## src/rtl/cdb_arbiter_pkg.sv

```systemverilog
// Shared definitions for the CDB arbiter: FSM encoding, the empty-tag constant
// and default bus widths.
package cdb_arbiter_pkg;

  typedef enum logic [1:0] {
    ST_IDLE    = 2'b00,
    ST_GRANT   = 2'b01,
    ST_RELEASE = 2'b10
  } arb_state_t;

  // Tag value meaning "no reservation station"; never a valid broadcast source.
  localparam logic [5:0] NO_RS_TAG = 6'b000000;

  localparam int DEF_TAG_W  = 6;
  localparam int DEF_DATA_W = 32;
  localparam int CNT_W      = 4;

endpackage

```

## src/rtl/cdb_arbiter_rr_pick.sv

```systemverilog
// Combinational round-robin picker: first set request bit at or after 'start',
// wrapping modulo N.
module cdb_arbiter_rr_pick #(
  parameter int N  = 4,
  parameter int IW = $clog2(N)
) (
  input  logic [N-1:0]  req,
  input  logic [IW-1:0] start,
  output logic [IW-1:0] idx,
  output logic          found
);

  logic [IW:0] pos;

  // Walk offsets from farthest to nearest so the nearest set bit wins.
  always_comb begin
    found = 1'b0;
    idx   = '0;
    pos   = '0;
    for (int i = N - 1; i >= 0; i--) begin
      pos = {1'b0, start} + (IW + 1)'(i);
      if (pos >= (IW + 1)'(N)) pos = pos - (IW + 1)'(N);
      if (req[pos[IW-1:0]]) begin
        found = 1'b1;
        idx   = pos[IW-1:0];
      end
    end
  end

endmodule

```

## src/rtl/cdb_arbiter.sv

```systemverilog
// Round-robin common-data-bus arbiter with registered one-cycle broadcast.
// Optional write/tag check enabled by defining CDB_ARB_WRITE_CHECK_EN.
//
// state      | meaning
// IDLE       | no grant; arbitrate among rts each cycle
// GRANT      | xmit held for XMIT_CYCLES cycles; last cycle captures the bus
// RELEASE    | one dead cycle so the winner's rts is low before re-arbitration
module cdb_arbiter
  import cdb_arbiter_pkg::*;
#(
  parameter int NUM_UNITS   = 4,
  parameter int XMIT_CYCLES = 1,
  parameter int TAG_W       = DEF_TAG_W,
  parameter int DATA_W      = DEF_DATA_W,
  localparam int IW         = $clog2(NUM_UNITS)
) (
  input  logic                 clock,
  input  logic                 reset,
  input  logic [NUM_UNITS-1:0] rts,
  output logic [NUM_UNITS-1:0] xmit,
  input  logic [DATA_W-1:0]    CDB_data,
  input  logic [TAG_W-1:0]     CDB_source,
  input  logic                 CDB_write,
  output logic                 cdb_busy,
  output logic [IW-1:0]        grant_id,
  output logic                 bc_valid,
  output logic [TAG_W-1:0]     bc_tag,
  output logic [DATA_W-1:0]    bc_data,
  output logic                 protocol_error
);

  arb_state_t       state;
  logic [IW-1:0]    rr_ptr;
  logic [CNT_W-1:0] hold_cnt;
  logic [IW-1:0]    win_idx;
  logic             win_found;
  logic             bus_ok;

  cdb_arbiter_rr_pick #(.N(NUM_UNITS), .IW(IW)) u_pick (
    .req   (rts),
    .start (rr_ptr),
    .idx   (win_idx),
    .found (win_found)
  );

`ifdef CDB_ARB_WRITE_CHECK_EN
  assign bus_ok = CDB_write && (CDB_source != TAG_W'(NO_RS_TAG));
`else
  logic unused_write;
  assign unused_write = CDB_write;
  assign bus_ok       = 1'b1;
`endif

  always_ff @(posedge clock) begin
    if (reset) begin
      state          <= ST_IDLE;
      rr_ptr         <= '0;
      hold_cnt       <= '0;
      xmit           <= '0;
      cdb_busy       <= 1'b0;
      grant_id       <= '0;
      bc_valid       <= 1'b0;
      bc_tag         <= '0;
      bc_data        <= '0;
      protocol_error <= 1'b0;
    end else begin
      bc_valid       <= 1'b0;
      protocol_error <= 1'b0;
      case (state)
        ST_IDLE: begin
          if (win_found) begin
            xmit     <= {{(NUM_UNITS-1){1'b0}}, 1'b1} << win_idx;
            cdb_busy <= 1'b1;
            grant_id <= win_idx;
            hold_cnt <= CNT_W'(XMIT_CYCLES - 1);
            state    <= ST_GRANT;
          end
        end
        ST_GRANT: begin
          if (hold_cnt == '0) begin
            bc_tag         <= CDB_source;
            bc_data        <= CDB_data;
            bc_valid       <= bus_ok;
            protocol_error <= !bus_ok;
            xmit           <= '0;
            cdb_busy       <= 1'b0;
            rr_ptr         <= (grant_id == IW'(NUM_UNITS - 1)) ? '0 : grant_id + 1'b1;
            state          <= ST_RELEASE;
          end else begin
            hold_cnt <= hold_cnt - 1'b1;
          end
        end
        ST_RELEASE: state <= ST_IDLE;
        default:    state <= ST_IDLE;
      endcase
    end
  end

endmodule

```

## config.mk

```make
export PLATFORM = sky130hd
export DESIGN_NAME = cdb_arbiter
export DESIGN_NICKNAME = d
export VERILOG_FILES = /design/src/rtl/cdb_arbiter_pkg.sv /design/src/rtl/cdb_arbiter_rr_pick.sv /design/src/rtl/cdb_arbiter.sv
export SDC_FILE = /design/constraint.sdc
export NUM_CORES = 1
export LEC_CHECK = 0
export ABC_AREA = 1
export BUFFER_PORTS_ARGS = -buffer_cell sky130_fd_sc_hd__buf_4
export CAP_MARGIN = 25
export CORE_MARGIN = 2
export CORE_UTILIZATION = 47
export CTS_CLUSTER_DIAMETER = 200
export DETAILED_ROUTE_END_ITERATION = 16
export GPL_TIMING_DRIVEN = 0
export PLACE_DENSITY = 0.83
export SLEW_MARGIN = 20
export SYNTH_ARGS = -nofsm -noshare
export SYNTH_HDL_FRONTEND = slang
export SYNTH_SLANG_ARGS = --single-unit
```

## constraint.sdc

```tcl
create_clock -name clock -period 1.6 [get_ports clock]
set_input_delay 0.08 -clock clock [delete_from_list [all_inputs] [get_ports clock]]
set_output_delay 0.08 -clock clock [all_outputs]
set_load 0.1 [all_outputs]
```

==> impl_metrics.toml <==
[outcome]
status = "complete, but fails checks"
violations = "hold timing"

[route]
remaining_drc_errors = 0
drt_wl_total_um = 6737
vias_per_cell = 5.137
first_iter_violations = 127
drt-pass1-iter-count = 4
avgRoutedWirePerCell_um = 14.18
via_count = 2440
ant_nets = 0

[flow_run]
cap_violations = 0

[global_routing]
grt_max_degree = 15
grt_overflow_total = 0
grt_pass1_wl_um = 10290
grtUsageTotal_pct = 25.04
grt_pass1_vias = 2263
antenna_found_initial = 0

[timing]
timing.hold.ws_ns = -0.001947
rsz0062_at_grt = "true"
finalCritPeriodShare_pct = 98.59
max_slew.worst_pin.slew_ns = 0.5381
hold_viol = 1
fin_worst_skew_ns = 0.006579
report.final.slew_viol_count = 0
slew_headroom_pct = 64.13
worst_slack_ns = 0.02257
max_freq_mhz = 633.9
layout_min_cycle_time_ns = 1.577
finalSetupViolCount = 0
fin_setup_tns_ns = 0

[floorplanning]
die_h_um = 72.68
start_util_pct = 49.89
io_pins = 92
core_area_mm2 = 0.004444
dieArea_mm2 = 0.005282
rows = 24
die_w_um = 72.68

[critical_path]
worst_ep_required_time_ns = 1.83
crit_slowest_cell = "dfxtp_2"
critical_path_arrival_ns = 1.81
cp_top_family = "simple AND/OR/NAND/NOR gates"
path_class = "flop to flop"
max_stage_delay_ns = 0.33
crit_fanout = 8
reg2reg_from = "rr_ptr[0]"
end_kind = "flop"
path_buf_inv = 3
reg2reg_slack_ns = 0.02
path_cells = "buf_6 -> inv_8 -> nand2_1 -> nand2_2 -> nand2_2 -> nand2_4 -> nor2_4 -> a21oi_4 -> buf_4 -> nor2_4 -> nand2_1 -> a21oi_1"
startpoint = "rr_ptr[0]"
r2r_end = "hold_cnt[2]"
r2r_cells = 12
start_kind = "flop"

[place]
placed_area_mm2 = 0.002953
dpl.hpwl_um = 4164
place_ws_ns = -0.05954
io_buffers = 89
gp_congestion = 0.9119

[cts]
clockRootBuffer = "clkbuf_8"
numCtsBuffers = 5
h-tree-depth = 2
cts_tree = "yes"
insertion_delay_ns = 0.30
cts.sinks = 54
cts.path.max_buffers = 2
cts.clk_slew.worst_paths_ns = 0.09

[synthesis]
synth_area_leader_cell = "dfxtp_1"
synth.avg_cell_area_um2 = 7.317
ys_ff_latch = 54
synth_cells = 303
syn_nets = 351
synth_top_cell_area_share_pct = 48.76
seq_area_frac_synth_pct = 48.76
yosys_warnings = 0
synth_cell_type_count = 29
syn_area_mm2 = 0.002217
synth_area_leaders = "dfxtp_1 (49%), nor2_1 (14%), nand2_1 (7.8%)"

[finish]
drive_gt1_share_pct = 36.17
nNetsFinal = 472
syn2layout_area_growth_pct = 55.02
diodes = 0
final_area_mm2 = 0.003437

[min_path]
hold_path_startpoint = "CDB_data[1]"
min_to = "bc_data[1]"
hold_class = "input port to flop"
whs_path_depth = 3
-- final cells by class --
| class | instances | area, um2 |
|---|---|---|
| Buffer | 15 | 93.84 |
| Clock buffer | 6 | 82.58 |
| Fill cell | 310 | 1007 |
| Inverter | 19 | 78.83 |
| Multi-Input combinational cell | 215 | 1117 |
| Sequential cell | 54 | 1087 |
| Tap cell | 52 | 65.06 |
| Timing Repair Buffer | 114 | 912.1 |
-- tightest hold or removal path, stage by stage --
cell and delay, ns:
buf_4 0.08, nor2_1 0.03, nor2_1 0.08
-- state kept, by name, summed over array words and instances (netlist names) --
register,flops
cdb_busy,1
rr_ptr,2
xmit,4
grant_id,2
state,2
hold_cnt,4
bc_tag,6
bc_valid,1
bc_data,32
-- cells by family (layout without fill, tap and decap cells) --
family	after synthesis	count (layout)	share of synthesized area, %
AOI/OAI and AO/OA	56	56	13.43
xor gates and xnor gates	2	2	0.7902
adders and majority gates	3	3	1.693
buffers and inverters	34	154	6.490
DFF	54	54	48.76
other	1	1	0.1691
and+or+nand+nor	153	153	28.67
-- metrics by stage --
step / hold slack, ns / utilization [%] / instances
4_1_cts: 0.0007888 / 72.80 / 469
2_1_floorplan: 0.1828 / - / 303
3_3_place_gp: 0.3003 / 66.44 / 444
6_report: -0.001947 / 77.34 / 475
5_1_grt: 0.001357 / 77.34 / 475
3_5_place_dp: 0.3098 / 66.44 / 444
-- synth_stat cells --
master	instances
o41ai_1	1
conb_1	1
nand2_1	46
o21ai_1	8
nor2_4	2
a21oi_4	1
inv_4	1
and2_1	1
buf_4	1
o21bai_1	1
nand3_1	10
buf_6	1
inv_2	3
nor2_1	82
clkbuf_1	11
nand2_2	3
xor2_1	1
dfxtp_1	54
a21oi_1	11
ha_1	3
nor2_2	3
and2_4	1
inv_1	15
buf_2	2
o21ai_0	34
xnor2_1	1
or2_2	2
nand4_1	2
nor3_1	1
-- metal layers --
| layer | vias up | wire length, um | global-route usage [%] |
|---|---|---|---|
| li1 | 1195 | - | - |
| met1 | 1141 | 2590 | 29.87 |
| met2 | 91 | 3545 | 43.54 |
| met3 | 13 | 470 | 8.287 |
| met4 | 0 | 131 | 5.967 |
| met5 | - | 0 | 0 |
-- worst max path at each step --
stage	end	slack (ns)	cells past startpoint
floorplan	bc_data[10]	0.20	8
global placement	rr_ptr[0]	-0.02	8
detailed placement	bc_data[13]	-0.06	8
CTS	bc_data[13]	0.007	8
global route	xmit[0]	-0.08	11
finish	hold_cnt[2]	0.02	12
-- layout by cell type (no fill, tap or decap), drive strengths merged --
master,n
nand2,49
a21oi,12
conb,1
o21bai,1
buf,97
clkbuf,17
nor2,87
inv,19
ha,3
dfxtp,54
nor3,1
o41ai,1
xnor2,1
or2,2
xor2,1
nand3,10
nand4,2
and2,2
o21ai,42
dlygate4sd3,21
-- what timing repair did --
action / 4_1_cts / 5_1_grt
setup endpoints to repair: 38 / 47
endpoints found under the hold margin: 19 / 2
setup buffers: 0 / 4
gates resized for setup: 6 / 53
pin swaps: 0 / 21
hold buffers: 19 / 2
Power is not shown: default switching activity piles up to over one toggle a cycle in this logic, so the estimate is an artifact.
